### config.mk
export PLATFORM = sky130hd
export DESIGN_NAME = nmr_bstrm_capture_enc_flat
export DESIGN_NICKNAME = d
export VERILOG_FILES = /design/src/rtl/nmr_bstrm_capture_enc_if.sv /design/src/rtl/nmr_bstrm_capture_enc.sv /design/src/flat_wrapper.sv
export SDC_FILE = /design/constraint.sdc
export NUM_CORES = 1
export LEC_CHECK = 0
export CELL_PAD_IN_SITES_DETAIL_PLACEMENT = 1
export CELL_PAD_IN_SITES_GLOBAL_PLACEMENT = 1
export CORE_ASPECT_RATIO = 0.9
export CORE_MARGIN = 2
export CORE_UTILIZATION = 45
export CTS_CLUSTER_SIZE = 14
export DETAILED_ROUTE_END_ITERATION = 7
export PLACE_DENSITY = 0.82
export SYNTH_ARGS = -nofsm -noshare
export SYNTH_HDL_FRONTEND = slang
export SYNTH_SLANG_ARGS = --single-unit
### constraint.sdc
create_clock -name CLK -period 8 [get_ports CLK]
set_input_delay 1.6 -clock CLK [delete_from_list [all_inputs] [get_ports CLK]]
set_output_delay 1.6 -clock CLK [all_outputs]
set_load 0.02 [all_outputs]
### src/rtl/nmr_bstrm_capture_enc_if.sv
// -----------------------------------------------------------------------------
// nmr_bstrm_capture_enc_if
//
// Word output channel of the bitstream capture encoder. It carries one encoded
// command word (data field plus four mutually exclusive flags) under a
// valid/ready handshake towards the SRAM writer.
//
// Signals
//   data             DATA_WIDTH  run length (run words) or packed bits (pattern)
//   pattern_mode     1           word holds packed bits, LSB = first sample
//   all_1_mode       1           word is a run of ones, data = run length
//   all_0_mode       1           word is a run of zeros, data = run length
//   end_of_sequence  1           terminating word, data = 0
//   WR_VALID         1           word is valid (master -> slave)
//   WR_READY         1           slave accepts the word (slave -> master)
//
// Modports
//   master  the encoder (drives word and WR_VALID)
//   slave   the word consumer (drives WR_READY)
// -----------------------------------------------------------------------------
interface nmr_bstrm_capture_enc_if #(
    parameter int DATA_WIDTH = 120
);
    logic [DATA_WIDTH-1:0] data;
    logic                  pattern_mode;
    logic                  all_1_mode;
    logic                  all_0_mode;
    logic                  end_of_sequence;
    logic                  WR_VALID;
    logic                  WR_READY;

    modport master (
        output data,
        output pattern_mode,
        output all_1_mode,
        output all_0_mode,
        output end_of_sequence,
        output WR_VALID,
        input  WR_READY
    );

    modport slave (
        input  data,
        input  pattern_mode,
        input  all_1_mode,
        input  all_0_mode,
        input  end_of_sequence,
        input  WR_VALID,
        output WR_READY
    );
endinterface

### src/rtl/nmr_bstrm_capture_enc.sv
// -----------------------------------------------------------------------------
// nmr_bstrm_capture_enc
//
// Bitstream capture encoder. Samples a serial bit on every clock while a
// capture is active and compresses the stream into generator command words:
//   - run-length mode: one word per run of equal bits (all_1 / all_0 flag,
//     data = length, saturating at 2^DATA_WIDTH-1 and restarting),
//   - pattern mode: DATA_WIDTH samples packed LSB first into one word.
// On STOP the partial word (if any) is flushed, then an end_of_sequence word
// is emitted and the block returns to idle. Words leave through a single-entry
// output register; a word produced in RUN/PAT while that register is stalled
// is dropped and flagged on the sticky OVERFLOW output.
//
// Ports
//   CLK          in   system clock, rising edge
//   RST_N        in   asynchronous active-low reset
//   START        in   pulse, begins a capture when idle (wins over STOP)
//   STOP         in   pulse, ends the capture (that cycle's IN is not sampled)
//   pattern_sel  in   latched at START: 1 = pattern mode, 0 = run-length mode
//   IN           in   serial bitstream sample
//   wr           master port of nmr_bstrm_capture_enc_if (word + handshake)
//   DONE         out  high while idle
//   OVERFLOW     out  sticky, a word was dropped; cleared by reset or START
// -----------------------------------------------------------------------------
module nmr_bstrm_capture_enc #(
    parameter int DATA_WIDTH = 120
) (
    input  logic                    CLK,
    input  logic                    RST_N,
    input  logic                    START,
    input  logic                    STOP,
    input  logic                    pattern_sel,
    input  logic                    IN,
    nmr_bstrm_capture_enc_if.master wr,
    output logic                    DONE,
    output logic                    OVERFLOW
);
    localparam int                    IDX_W    = (DATA_WIDTH > 1) ? $clog2(DATA_WIDTH) : 1;
    localparam logic [IDX_W-1:0]      IDX_LAST = IDX_W'(DATA_WIDTH - 1);
    localparam logic [DATA_WIDTH-1:0] RUN_MAX  = '1;
    localparam logic [DATA_WIDTH-1:0] RUN_ONE  = DATA_WIDTH'(1);

    // Flag vector ordering: {pattern_mode, all_1_mode, all_0_mode, end_of_sequence}
    localparam logic [3:0] FLG_PAT = 4'b1000;
    localparam logic [3:0] FLG_EOS = 4'b0001;

    typedef enum logic [2:0] {
        S_IDLE  = 3'd0,
        S_RUN   = 3'd1,
        S_PAT   = 3'd2,
        S_FLUSH = 3'd3,
        S_EOS   = 3'd4
    } state_t;

    state_t                state_reg, state_next;

    logic [DATA_WIDTH-1:0] run_cnt_reg, run_cnt_next;
    logic                  cur_bit_reg, cur_bit_next;
    logic [IDX_W-1:0]      bit_idx_reg, bit_idx_next;
    logic [DATA_WIDTH-1:0] pack_reg, pack_next;
    logic                  sel_reg, sel_next;
    logic                  overflow_reg, overflow_next;

    // Single-entry output register
    logic [DATA_WIDTH-1:0] word_data_reg;
    logic [3:0]            word_flags_reg;
    logic                  valid_reg;

    logic                  slot_busy;
    logic                  emit;
    logic                  load;
    logic [DATA_WIDTH-1:0] emit_data;
    logic [3:0]            emit_flags;
    logic [3:0]            run_flags;
    logic [DATA_WIDTH-1:0] pat_word;

    // The slot is busy only if its word is not leaving on this edge, so a
    // transfer and a new load can share one edge without a bubble.
    assign slot_busy = valid_reg & ~wr.WR_READY;
    assign load      = emit & ~slot_busy;
    assign run_flags = {1'b0, cur_bit_reg, ~cur_bit_reg, 1'b0};
    // Pack register with the current sample merged in at bit_idx.
    assign pat_word  = pack_reg | ({{(DATA_WIDTH-1){1'b0}}, IN} << bit_idx_reg);

    // ------------------------------------------------------------------
    // FSM: state register
    // ------------------------------------------------------------------
    always_ff @(posedge CLK or negedge RST_N) begin
        if (!RST_N) begin
            state_reg <= S_IDLE;
        end else begin
            state_reg <= state_next;
        end
    end

    // ------------------------------------------------------------------
    // FSM: next-state logic
    // ------------------------------------------------------------------
    always_comb begin
        state_next = state_reg;
        case (state_reg)
            S_IDLE:        if (START)      state_next = pattern_sel ? S_PAT : S_RUN;
            S_RUN, S_PAT:  if (STOP)       state_next = S_FLUSH;
            S_FLUSH:       if (!slot_busy) state_next = S_EOS;
            S_EOS:         if (!slot_busy) state_next = S_IDLE;
            default:                       state_next = S_IDLE;
        endcase
    end

    // ------------------------------------------------------------------
    // FSM: outputs (word emission request and DONE)
    // ------------------------------------------------------------------
    always_comb begin
        emit       = 1'b0;
        emit_data  = '0;
        emit_flags = '0;
        case (state_reg)
            S_RUN: begin
                // A run ends when the bit changes or the count would overflow.
                if (!STOP && (run_cnt_reg != '0) &&
                    ((IN != cur_bit_reg) || (run_cnt_reg == RUN_MAX))) begin
                    emit       = 1'b1;
                    emit_data  = run_cnt_reg;
                    emit_flags = run_flags;
                end
            end
            S_PAT: begin
                if (!STOP && (bit_idx_reg == IDX_LAST)) begin
                    emit       = 1'b1;
                    emit_data  = pat_word;
                    emit_flags = FLG_PAT;
                end
            end
            S_FLUSH: begin
                // Flush waits for a free slot, so it never overflows.
                if (!slot_busy) begin
                    if (sel_reg && (bit_idx_reg != '0)) begin
                        emit       = 1'b1;
                        emit_data  = pack_reg;
                        emit_flags = FLG_PAT;
                    end else if (!sel_reg && (run_cnt_reg != '0)) begin
                        emit       = 1'b1;
                        emit_data  = run_cnt_reg;
                        emit_flags = run_flags;
                    end
                end
            end
            S_EOS: begin
                if (!slot_busy) begin
                    emit       = 1'b1;
                    emit_flags = FLG_EOS;
                end
            end
            default: ;
        endcase
    end

    assign DONE = (state_reg == S_IDLE);

    // ------------------------------------------------------------------
    // Capture datapath: run counter, pattern packer, overflow flag
    // ------------------------------------------------------------------
    always_comb begin
        run_cnt_next  = run_cnt_reg;
        cur_bit_next  = cur_bit_reg;
        bit_idx_next  = bit_idx_reg;
        pack_next     = pack_reg;
        sel_next      = sel_reg;
        overflow_next = overflow_reg;
        case (state_reg)
            S_IDLE: begin
                if (START) begin
                    run_cnt_next  = '0;
                    cur_bit_next  = 1'b0;
                    bit_idx_next  = '0;
                    pack_next     = '0;
                    sel_next      = pattern_sel;
                    overflow_next = 1'b0;
                end
            end
            S_RUN: begin
                if (!STOP) begin
                    // First sample or a just-closed run both start a new run
                    // of length one; a saturated run restarts with the same bit.
                    if ((run_cnt_reg == '0) || emit) begin
                        cur_bit_next = IN;
                        run_cnt_next = RUN_ONE;
                    end else begin
                        run_cnt_next = run_cnt_reg + 1'b1;
                    end
                end
            end
            S_PAT: begin
                if (!STOP) begin
                    if (bit_idx_reg == IDX_LAST) begin
                        pack_next    = '0;
                        bit_idx_next = '0;
                    end else begin
                        pack_next    = pat_word;
                        bit_idx_next = bit_idx_reg + 1'b1;
                    end
                end
            end
            S_FLUSH: begin
                if (!slot_busy) begin
                    run_cnt_next = '0;
                    bit_idx_next = '0;
                    pack_next    = '0;
                end
            end
            default: ;
        endcase
        if (emit && slot_busy) begin
            overflow_next = 1'b1;
        end
    end

    always_ff @(posedge CLK or negedge RST_N) begin
        if (!RST_N) begin
            run_cnt_reg  <= '0;
            cur_bit_reg  <= 1'b0;
            bit_idx_reg  <= '0;
            pack_reg     <= '0;
            sel_reg      <= 1'b0;
            overflow_reg <= 1'b0;
        end else begin
            run_cnt_reg  <= run_cnt_next;
            cur_bit_reg  <= cur_bit_next;
            bit_idx_reg  <= bit_idx_next;
            pack_reg     <= pack_next;
            sel_reg      <= sel_next;
            overflow_reg <= overflow_next;
        end
    end

    assign OVERFLOW = overflow_reg;

    // ------------------------------------------------------------------
    // Output register. A held word stays untouched while stalled; a word
    // that cannot be loaded is simply not written (dropped).
    // ------------------------------------------------------------------
    always_ff @(posedge CLK or negedge RST_N) begin
        if (!RST_N) begin
            word_data_reg  <= '0;
            word_flags_reg <= '0;
            valid_reg      <= 1'b0;
        end else if (load) begin
            word_data_reg  <= emit_data;
            word_flags_reg <= emit_flags;
            valid_reg      <= 1'b1;
        end else if (wr.WR_READY) begin
            valid_reg      <= 1'b0;
        end
    end

    assign wr.data            = word_data_reg;
    assign wr.pattern_mode    = word_flags_reg[3];
    assign wr.all_1_mode      = word_flags_reg[2];
    assign wr.all_0_mode      = word_flags_reg[1];
    assign wr.end_of_sequence = word_flags_reg[0];
    assign wr.WR_VALID        = valid_reg;

endmodule

### src/flat_wrapper.sv
// flat-port wrapper written by rule: the top's interface ports become plain ports
module nmr_bstrm_capture_enc_flat 
#(
    parameter int DATA_WIDTH = 120
)
  (CLK, RST_N, START, STOP, pattern_sel, IN, DONE, OVERFLOW, wr_data, wr_pattern_mode, wr_all_1_mode, wr_all_0_mode, wr_end_of_sequence, wr_WR_VALID, wr_WR_READY);
  nmr_bstrm_capture_enc_if #(.DATA_WIDTH(DATA_WIDTH)) wr_i ();
  input  logic CLK;
  input  logic RST_N;
  input  logic START;
  input  logic STOP;
  input  logic pattern_sel;
  input  logic IN;
  output logic DONE;
  output logic OVERFLOW;
  output wire logic [$bits(wr_i.data)-1:0] wr_data;
  output wire logic [$bits(wr_i.pattern_mode)-1:0] wr_pattern_mode;
  output wire logic [$bits(wr_i.all_1_mode)-1:0] wr_all_1_mode;
  output wire logic [$bits(wr_i.all_0_mode)-1:0] wr_all_0_mode;
  output wire logic [$bits(wr_i.end_of_sequence)-1:0] wr_end_of_sequence;
  output wire logic [$bits(wr_i.WR_VALID)-1:0] wr_WR_VALID;
  input wire logic [$bits(wr_i.WR_READY)-1:0] wr_WR_READY;
  assign wr_data = wr_i.data;
  assign wr_pattern_mode = wr_i.pattern_mode;
  assign wr_all_1_mode = wr_i.all_1_mode;
  assign wr_all_0_mode = wr_i.all_0_mode;
  assign wr_end_of_sequence = wr_i.end_of_sequence;
  assign wr_WR_VALID = wr_i.WR_VALID;
  assign wr_i.WR_READY = wr_WR_READY;
  nmr_bstrm_capture_enc #(.DATA_WIDTH(DATA_WIDTH)) u_core (.CLK(CLK), .RST_N(RST_N), .START(START), .STOP(STOP), .pattern_sel(pattern_sel), .IN(IN), .wr(wr_i), .DONE(DONE), .OVERFLOW(OVERFLOW));
endmodule
# ---- After elaboration in Yosys (flattened, before gate mapping)
# Cells that the tools add are included.
dict set report word_totals {
  regBits 378
  latchBits 0
  ramBits 0
  romBits 0
  in_bits 7
  elab_cells 107
  memories 0
}
dict set report op_classes {
  addsub 2
  n_mul 0
  div_mod_pow 0
  order_cmp 0
  n_eq_ne 14
  shift 1
  mux 47
  bitwise_logic 6
  reduce_logical 27
}
# op count
set ops {}
lappend ops {{120-bit two-way mux} 11}
lappend ops {{120-bit case mux with 3 select lines} 3}
lappend ops {{120-bit by 1-bit adder with 120-bit output, second input constant} 1}
lappend ops {{120-bit equality test, second input constant} 1}
lappend ops {{120-bit logical NOT} 1}
lappend ops {{120-bit bitwise OR} 1}
lappend ops {{120-bit nonzero test} 1}
lappend ops {{1-bit by 7-bit << shifter with 120-bit output} 1}
lappend ops {{7-bit two-way mux} 4}
lappend ops {{7-bit case mux with 3 select lines} 1}
lappend ops {{3-bit two-way mux} 6}
lappend ops {{4-bit case mux with 4 select lines} 1}
lappend ops {{4-bit AND reduction} 4}
lappend ops {{1-bit two-way mux} 14}
lappend ops {{4-bit two-way mux} 3}
lappend ops {{2-bit inequality test, second input constant} 6}
lappend ops {{3-bit case mux with 4 select lines} 1}
lappend ops {{2-bit nonzero test} 4}
lappend ops {{7-bit by 1-bit adder with 7-bit output, second input constant} 1}
lappend ops {{7-bit equality test, second input constant} 1}
lappend ops {{7-bit nonzero test} 1}
lappend ops {{3-bit by 2-bit equality test with 1-bit output, second input constant} 2}
lappend ops {{1-bit logical AND} 6}
lappend ops {{3-bit nonzero test} 2}
lappend ops {{14 further kinds} 20}

# ---- Depth between registers and ports, before layout
# Gate-level depths: netlist (run 1).
dict set report logic_depth {
  ltp_word 10
  depth_mapped 12
  ltp_nobuf 9
}

# ---- Worst setup path before layout (run 1)
# No wires, ideal clock.
dict set report synth_path {
  kind {input to register}
  startpoint {in wr_WR_READY}
  endpoint {reg u_core.word_data_reg[100] (netlist: u_core.wr.data[100])}
  setup_ns 0.130
  arrival_ns 3.559
  t_required_ns 7.870
  slack_ns 4.311
  cell_stages 10
  path_cell_list {nor2b_1 > clkbuf_1 > nor4_1 > a21oi_1 > o31ai_2 > a31o_2 > nand2_1 > buf_2 > clkbuf_1 > o2bb2ai_1}
}
dict set report synth_via {
  elab_chain_len 5
}
# item line_no
set synth_lines {}
lappend synth_lines {{start: declaration} flat_wrapper.sv:22} ;# input wire logic [$bits(wr_i.WR_READY)-1:0] wr_WR_READY;
lappend synth_lines {{1-bit NOT (*)} nmr_bstrm_capture_enc.sv:79} ;# assign slot_busy = valid_reg & ~wr.WR_READY;
lappend synth_lines {{1-bit bitwise AND (*)} nmr_bstrm_capture_enc.sv:79}
lappend synth_lines {{1-bit two-way mux (on tied branches)} {nmr_bstrm_capture_enc.sv:149, nmr_bstrm_capture_enc.sv:136}}
lappend synth_lines {{1-bit case mux with 4 select lines} nmr_bstrm_capture_enc.sv:117} ;# case (state_reg)
lappend synth_lines {{1-bit bitwise AND} nmr_bstrm_capture_enc.sv:80} ;# assign load = emit & ~slot_busy;
lappend synth_lines {{end signal: assignment} nmr_bstrm_capture_enc.sv:248} ;# word_data_reg <= emit_data;
lappend synth_lines {{end: declaration} nmr_bstrm_capture_enc.sv:65} ;# logic [DATA_WIDTH-1:0] word_data_reg;
# Mark *: on every way between the ends. The rest lies on a longest branch, timed or not.
# A chain may end at the register's enable or synchronous reset.

# ---- Worst setup path after layout (run 1)
dict set report layout_path {
  startpoint {in wr_WR_READY}
  endpoint {reg u_core.word_data_reg[79] (netlist: u_core.wr.data[79])}
}
# The elaborated chain is that of the path after synthesis.

==> flow_summary.toml, run 1 <==
[status]
outcome = "finished, final reports clean"

[timing]
period_needed_ns = 4.71
setup_viol = 0
rsz0062_at_grt = "no"
max_freq_mhz = 212
relSlewSlack = 0.215
holdWs_ns = 0.485
setup-tns-final_ns = 0
fin_crit_sh = 0.589
hold_viol_final = 0
worst_pin_slew_ns = 1.18
drv_slew = 0
skew_ns = 0.0250

[drt]
viasPerCell = 6.72
totalWireLength_mm = 67.7
drc_errors = 0
drtIter0Drc = 1969
first_pass_iters = 5
avgRoutedWirePerCell_um = 26.4
vias = 17200
final_antenna_net_count = 0

[setup_path]
cp_max_fo = 74
startpoint = "wr_WR_READY"
r2r-start = "u_core.run_cnt_reg[81]"
cp.required_ns = 8.47
setup.worst_path.start_class = "input port"
path_class = "input port to flip-flop"
crit_path_end_kind = "flip-flop"
worstPathArrival_ns = 5.18
rr_worst_depth = 8

[logic_synthesis]
ys_warn_count = 0
syn_area_per_cell_um2 = 9.49
ys_ff_latch = 378
dominantRegCellSynth = "dfrtp_1"
async_reset_ff_frac = 1.00
synth-edff-count = 0
synth_nets = 1955
synthCells = 1944
yosysSeqAreaShare = 0.513
syn-cell-area_um2 = 18500
synth_cell_types = 69

[place]
dpl.hpwl_mm = 44.0
place_area_um2 = 20100
place.gp.congestion = 0.921
port_buffers = 133

[power]
p_per_area_nw_per_um2 = 245
leakagePower_nw = 8.52
max-vdd-ir-drop_uv = 189
power.total_w = 0.00526

[floorplan]
dieArea_um2 = 42600
core_um2 = 40600
rows = 70
die_y_um = 196
die_x_um = 217
initial_core_util = 0.455
ios = 134

[cts]
cts.sinks = 378
numCtsBuffers = 41
clkTransAtPathRegs_ns = 0.06
clock_latency_ns = 0.58
hold_buffers = 0
cts_max_level = 2
ctsResizeCount = 0
cts_tree = "done"
cts_buffer_depth = 3
cts-root-buf = "clkbuf_16"
postCtsSetupRepairBufs = 0

[global_route]
grt_max_degree = 120
grt_pass1_vias = 17300
grt_pass1_wl_mm = 106
globalRouteOverflowTotal = 0
grt_use_total = 0.319
antenna_found_initial = 2

[finish]
fin_area_um2 = 21500
drive_gt1_frac = 0.0797
fin_nets = 2000
layout_commonest_cell = "dfrtp_1"
diodes = 0
area_growth_pct = 16.5
fillers = 4487
layout_common_cells = "dfrtp_1 (378), a21oi_1 (212), nor2_1 (186), clkdlybuf4s50_1 (132), nand2_1 (112)"
finish.utilization = 0.530

[hold_path]
min_from = "u_core.wr.data[51]"
hold_path_depth = 1
hold_path_class = "flip-flop to flip-flop"

[job]
drv_cap = 0
-- synthesized netlist by cell type, types with 10 or more instances --
cell,count,area [um^2]
dfrtp_1,378,9460
a21oi_1,213,1070
nor2_1,200,751
nand2_1,113,424
o2bb2ai_1,110,963
a22oi_1,103,773
clkbuf_1,92,345
nand3_1,77,385
a31oi_1,76,475
o21ai_0,60,300
nand4_1,55,344
nor3_1,55,275
buf_2,54,270
nor4_1,51,319
inv_1,48,180
or3_1,44,275
a22o_1,29,254
and3_1,22,138
nand2b_1,14,87.6
a41oi_1,10,87.6
-- critical path: stages --
cell and delay (ns):
clkdlybuf4s50_1 0.42, nor2b_1 0.59, nor4_1 0.18, a21oi_1 0.43, o31ai_2 0.16, nand3_2 0.16
a31o_4 0.81, buf_4 0.59, o2bb2ai_1 0.21
-- layer usage --
layer | part of all wire | up-vias | global-route usage
li1 | - | 7387 | -
met3 | 0.074 | 160 | 0.0572
met5 | 0 | - | 0
met1 | 0.43 | 8915 | 0.447
met4 | 0.039 | 0 | 0.131
met2 | 0.46 | 736 | 0.489
-- power by group --
group          internal [W]  leakage, nW  switching [W]  total (W)
Combinational      0.000256         2.58       0.000991    0.00125
Sequential          0.00195         5.26      0.0000704    0.00202
Clock               0.00116        0.675       0.000831    0.00199
Total               0.00337         8.52        0.00189    0.00526
-- per-stage QoR --
stage	std cells	worst slack [ns]
3_3_place_gp	2486	2.95
2_1_floorplan	1944	4.31
3_5_place_dp	2486	2.76
4_1_cts	2559	3.33
5_1_grt	2559	2.99
6_report	2559	3.29
-- layout make-up --
cell class / count / area [um^2] / area share
Tap cell: 540 / 676 / 0.0314
Clock inverter: 15 / 173 / 0.00803
Sequential cell: 378 / 9460 / 0.440
Multi-Input combinational cell: 1355 / 8210 / 0.382
Inverter: 48 / 180 / 0.00838
Clock buffer: 58 / 1210 / 0.0564
Timing Repair Buffer: 165 / 1580 / 0.0734
-- kinds of logic after synthesis --
kind of cell / after synthesis / synth area share
and+or+nand+nor: 692 / 0.196
AOI/OAI and AO/OA: 651 / 0.235
DFF: 378 / 0.513
buffers and inverters: 211 / 0.0488
muxes: 7 / 0.00393
adders and majority gates: 4 / 0.00271
xor gates and xnor gates: 1 / 0.000475
-- final timing paths --
kind / to / slack, ns
worst max-delay path: u_core.wr.data[79] / 3.29
worst min-delay path: u_core.wr.data[51] / 0.49
worst max register to register: u_core.run_cnt_reg[37] / 3.31
worst min register to register: u_core.wr.data[51] / 0.49
max in group asynchronous: u_core.run_cnt_reg[1] / 5.15
min in group asynchronous: u_core.wr.data[9] / 1.11
(Power assumes the default switching activity.)
==> inputs of run 2 (changes only) <==
--- a/config.mk
+++ b/config.mk
@@ -9,10 +9,10 @@
 export CELL_PAD_IN_SITES_GLOBAL_PLACEMENT = 1
 export CORE_ASPECT_RATIO = 0.9
 export CORE_MARGIN = 2
-export CORE_UTILIZATION = 45
+export CORE_UTILIZATION = 42
 export CTS_CLUSTER_SIZE = 14
 export DETAILED_ROUTE_END_ITERATION = 7
-export PLACE_DENSITY = 0.82
+export PLACE_DENSITY = 0.8
 export SYNTH_ARGS = -nofsm -noshare
 export SYNTH_HDL_FRONTEND = slang
 export SYNTH_SLANG_ARGS = --single-unit
==> constraint.sdc (replaced) <==
create_clock -name CLK -period 4.1 [get_ports CLK]
set_input_delay 0.82 -clock CLK [delete_from_list [all_inputs] [get_ports CLK]]
set_output_delay 0.82 -clock CLK [all_outputs]
set_load 0.02 [all_outputs]
==> run 2 against run 1 <==
Total power up 97%; first-iteration DRC count down 9.5%; sequential cell count unchanged; wire length up 1.1%; global-route usage down 1.7 points; critical path depth down 2; register-to-register slack worse by 2.7 ns; clock power up 90%; critical path type is now flip-flop to flip-flop; critical endpoint is now u_core.wr.data[103]; largest power group unchanged.
==> flow_summary.toml, run 2 (synthesis gave the netlist of run 1 again) <==
[status]
outcome = "finished, final reports clean"

[global_route]
grt_use_total = 0.302
grt_pass1_vias = 17400
grt_max_degree = 121
globalRouteOverflowTotal = 0
antenna_found_initial = 0
grt_pass1_wl_mm = 107

[floorplan]
core_um2 = 43200
initial_core_util = 0.428
die_y_um = 203
dieArea_um2 = 45600
rows = 72
die_x_um = 225
ios = 134

[cts]
postCtsSetupRepairBufs = 0
cts_tree = "done"
ctsResizeCount = 0
cts_buffer_depth = 3
clock_latency_ns = 0.59
cts_max_level = 2
clkTransAtPathRegs_ns = 0.06
cts-root-buf = "clkbuf_16"
cts.sinks = 378
numCtsBuffers = 43
hold_buffers = 0

[place]
place.gp.congestion = 0.916
post-place-ws_ns = 0.175
port_buffers = 133
dpl.hpwl_mm = 45.9

[setup_path]
path_class = "flip-flop to flip-flop"
setup.worst_path.start_class = "flip-flop"
crit_path_end_kind = "flip-flop"
path_cells = "nand3_2 -> nor4_4 -> nand3_1 -> o31ai_2 -> nand3_2 -> a21oi_1 -> a22o_1"
worstPathArrival_ns = 4.02
cp.buffers_inverters = 0
cp.required_ns = 4.61
cp_top_family = "compound AO/OA/AOI/OAI gates"
max_stage_delay_ns = 0.84
crit_slowest_cell = "a21oi_1"
cp_max_fo = 11
cpMostUsedCell = "nand3_2"

[timing]
hold_viol_final = 0
setup-tns-final_ns = 0
drv_slew = 0
worst_pin_slew_ns = 1.03
finalWorstSetupSlack_ns = 0.590
rsz0062_at_grt = "no"
skew_ns = 0.0274
fin_crit_sh = 0.856
max_freq_mhz = 285
relSlewSlack = 0.313
setup_viol = 0
period_needed_ns = 3.51

[hold_path]
hold_path_class = "input port to asynchronous set/reset pin"

[power]
leakagePower_nw = 8.73
p_per_area_nw_per_um2 = 473
max-vdd-ir-drop_uv = 451

[finish]
diodes = 0
area_growth_pct = 18.4
fin_nets = 2031
layout_commonest_cell = "dfrtp_1"
layout_common_cells = "dfrtp_1 (378), a21oi_1 (212), nor2_1 (189), clkdlybuf4s50_1 (132), nand2_1 (112)"
drive_gt1_frac = 0.0902

[drt]
drtIter0Drc = 1782
totalWireLength_mm = 68.4
final_antenna_net_count = 0
first_pass_iters = 5
viasPerCell = 6.60
avgRoutedWirePerCell_um = 26.2
vias = 17200
drc_errors = 0

[job]
drv_cap = 0
==> run 2: changes by cell type in the layout (fill, tap and decap cells not counted), sizes merged <==
cell and change:
buf +29, bufinv -1, clkbuf +4, clkinvlp -1, inv +2
==> run 2: layout make-up <==
cell class | count | area (um^2)
tap | 555 | 694
timing repair buffer | 194 | 1980
clock inverter | 15 | 141
inverter | 48 | 180
clock buffer | 62 | 1210
sequential | 378 | 9460
multi-input combinational | 1355 | 8190
fill | 4789 | 21300
==> run 2: through the flow <==
stage / area [um^2] / std cells / total power (W) / utilization / hold slack (ns)
floorplan: 18500 / 1944 / 0.00557 / - / 0.454
global placement: 20500 / 2530 / 0.00648 / 0.475 / 0.471
detailed placement: 20500 / 2530 / 0.00656 / 0.475 / 0.472
CTS: 21900 / 2607 / 0.0104 / 0.506 / 0.272
global route: 21900 / 2607 / 0.0107 / 0.506 / 0.300
finish: 21900 / 2607 / 0.0103 / 0.506 / 0.249
==> run 2: worst register-to-register path, cell delays in order (launching register included) <==
cell	delay, ns
dfrtp_1	0.55
nand3_2	0.28
nor4_4	0.48
nand3_1	0.42
o31ai_2	0.46
nand3_2	0.16
a21oi_1	0.84
a22o_1	0.26
==> run 2: path summary, 6_finish.rpt <==
path / startpoint / depth (start not counted) / slack, ns / end
setup / recovery: u_core.run_cnt_reg[71] / 7 / 0.59 / u_core.wr.data[103]
min in group CLK: u_core.wr.data[22] / 1 / 0.49 / u_core.wr.data[22]
max in group asynchronous: RST_N / 2 / 2.81 / u_core.wr.data[49]
hold reg to reg: u_core.wr.data[22] / 1 / 0.49 / u_core.wr.data[22]
hold / removal: RST_N / 1 / 0.25 / u_core.state_reg[1]
setup reg to reg: u_core.run_cnt_reg[71] / 7 / 0.59 / u_core.wr.data[103]
==> run 2: metal layers <==
layer,share of wire,vias to the layer above,global-route usage
met5,0,-,0
met4,0.038,0,0.118
met3,0.072,145,0.0453
met2,0.45,718,0.457
met1,0.44,8879,0.436
li1,-,7459,-
==> run 2: report_power, final <==
part,switching (W),internal (W),total (W)
Sequential,0.000140,0.00381,0.00395
Clock,0.00161,0.00218,0.00378
Combinational,0.00196,0.000640,0.00260
==> inputs of run 3 (changes only) <==
--- a/config.mk
+++ b/config.mk
@@ -10,7 +10,6 @@
 export CORE_ASPECT_RATIO = 0.9
 export CORE_MARGIN = 2
 export CORE_UTILIZATION = 42
-export CTS_CLUSTER_SIZE = 14
 export DETAILED_ROUTE_END_ITERATION = 7
 export PLACE_DENSITY = 0.8
 export SYNTH_ARGS = -nofsm -noshare
==> run 3 against run 2 <==
Clock skew decreased by 0.0024 ns; combinational power hardly changed; final cell count about the same; wire length is 0.18% higher; clock power barely moved; die area did not move; first-iteration DRC count decreased by 2.5%; highest routed layer unchanged.
==> flow_summary.toml, run 3 (synthesis gave the netlist of run 1 again) <==
[status]
outcome = "finished, final reports clean"

[global_route]
globalRouteOverflowTotal = 0
grt_pass1_vias = 17400
grt_use_total = 0.302
antenna_found_initial = 0
grt_pass1_wl_mm = 107
grt_max_degree = 121

[setup_path]
crit_path_end_kind = "flip-flop"
path_class = "flip-flop to flip-flop"
cp.required_ns = 4.61
cp_max_fo = 11
worstPathArrival_ns = 4.14
setup.worst_path.start_class = "flip-flop"

[finish]
layout_commonest_cell = "dfrtp_1"
area_growth_pct = 18.5
diodes = 0
fillers = 4787
fin_nets = 2031
layout_common_cells = "dfrtp_1 (378), a21oi_1 (212), nor2_1 (189), clkdlybuf4s50_1 (132), nand2_1 (112)"
drive_gt1_frac = 0.0906

[power]
comb_power_share = 0.251
max-vdd-ir-drop_uv = 453
power.total_w = 0.0104
p_per_area_nw_per_um2 = 474
swShare = 0.359
p_sw_w = 0.00372
seq_power_share = 0.381
p_clk_frac = 0.367
leakagePower_nw = 8.74
p_int_w = 0.00665

[drt]
drtIter0Drc = 1737
totalWireLength_mm = 68.6
drc_errors = 0
vias = 17200
final_antenna_net_count = 0
viasPerCell = 6.60
first_pass_iters = 5
avgRoutedWirePerCell_um = 26.3

[place]
dpl.hpwl_mm = 45.9
place.gp.congestion = 0.916
port_buffers = 133

[cts]
cts.sinks = 378
numCtsBuffers = 43
cts_tree = "done"
postCtsSetupRepairBufs = 0
cts_buffer_depth = 3
cts_max_level = 2
clock_latency_ns = 0.59
clkTransAtPathRegs_ns = 0.07
cts-root-buf = "clkbuf_16"
hold_buffers = 0
ctsResizeCount = 0

[timing]
worst_pin_slew_ns = 1.10
fin_crit_sh = 0.884
rsz0062_at_grt = "no"
hold_viol_final = 0
period_needed_ns = 3.62
drv_slew = 0
skew_ns = 0.0249
relSlewSlack = 0.268
holdWs_ns = 0.249
setup_viol = 0
setup-tns-final_ns = 0
max_freq_mhz = 276

[hold_path]
hold_path_class = "input port to asynchronous set/reset pin"

[floorplan]
initial_core_util = 0.428
ios = 134
dieArea_um2 = 45600
die_x_um = 225
core_um2 = 43200
rows = 72
die_y_um = 203

[job]
drv_cap = 0
==> run 3: changes by cell type in the layout (fill, tap and decap cells not counted), sizes merged <==
cell,before,now
clkbuf,62,63
clkinv,8,9
clkinvlp,2,1
==> run 3: power by group through the flow <==
stage / Sequential (W) / Combinational, W / Clock, W
3_5_place_dp: 0.00401 / 0.00254 / 0
4_1_cts: 0.00395 / 0.00256 / 0.00386
2_1_floorplan: 0.00397 / 0.00160 / 0
3_3_place_gp: 0.00400 / 0.00247 / 0
5_1_grt: 0.00396 / 0.00279 / 0.00401
6_report: 0.00395 / 0.00261 / 0.00381
==> run 3: path summary, 6_finish.rpt <==
path	start	slack, ns	cells after the start	end
max	u_core.run_cnt_reg[54]	0.48	7	u_core.wr.data[103]
min	RST_N	0.25	1	u_core.state_reg[1]
max reg2reg	u_core.run_cnt_reg[54]	0.48	7	u_core.wr.data[103]
min reg2reg	u_core.wr.data[22]	0.49	1	u_core.wr.data[22]
max in group asynchronous	RST_N	2.81	2	u_core.wr.data[49]
min in group CLK	u_core.wr.data[22]	0.49	1	u_core.wr.data[22]
==> run 3: critical path, stage by stage, from the launching register on <==
cell	delay, ns
dfrtp_1	0.57
nand2_1	0.22
nor3_1	0.50
nand4_1	0.48
o31ai_2	0.46
nand3_2	0.17
a21oi_1	0.89
a22o_1	0.26
==> run 3: cell type report <==
class	instances	area, um^2	share of cell area
inverters	48	180	0.00824
flip-flops and latches	378	9460	0.433
clock inverters	15	139	0.00635
multi-input cells	1355	8190	0.374
well taps	555	694	0.0318
clock buffers	63	1220	0.0559
repair buffers	194	1980	0.0906
==> run 3: through the flow <==
| step | setup WS (ns) | instances | utilization | instance area [um^2] |
|---|---|---|---|---|
| global placement | 0.404 | 2530 | 0.475 | 20500 |
| floorplan | 1.19 | 1944 | - | 18500 |
| CTS | 0.623 | 2608 | 0.507 | 21900 |
| detailed placement | 0.175 | 2530 | 0.475 | 20500 |
| global route | 0.337 | 2608 | 0.507 | 21900 |
| finish | 0.476 | 2608 | 0.507 | 21900 |
==> run 3: metal layers <==
layer	track usage	vias to the layer above	wire length, um	share of wire
met5	0	-	0	0
met4	0.116	0	2510	0.037
met3	0.0467	137	4840	0.071
met2	0.455	718	30700	0.45
met1	0.437	8904	30500	0.45
li1	-	7454	-	-
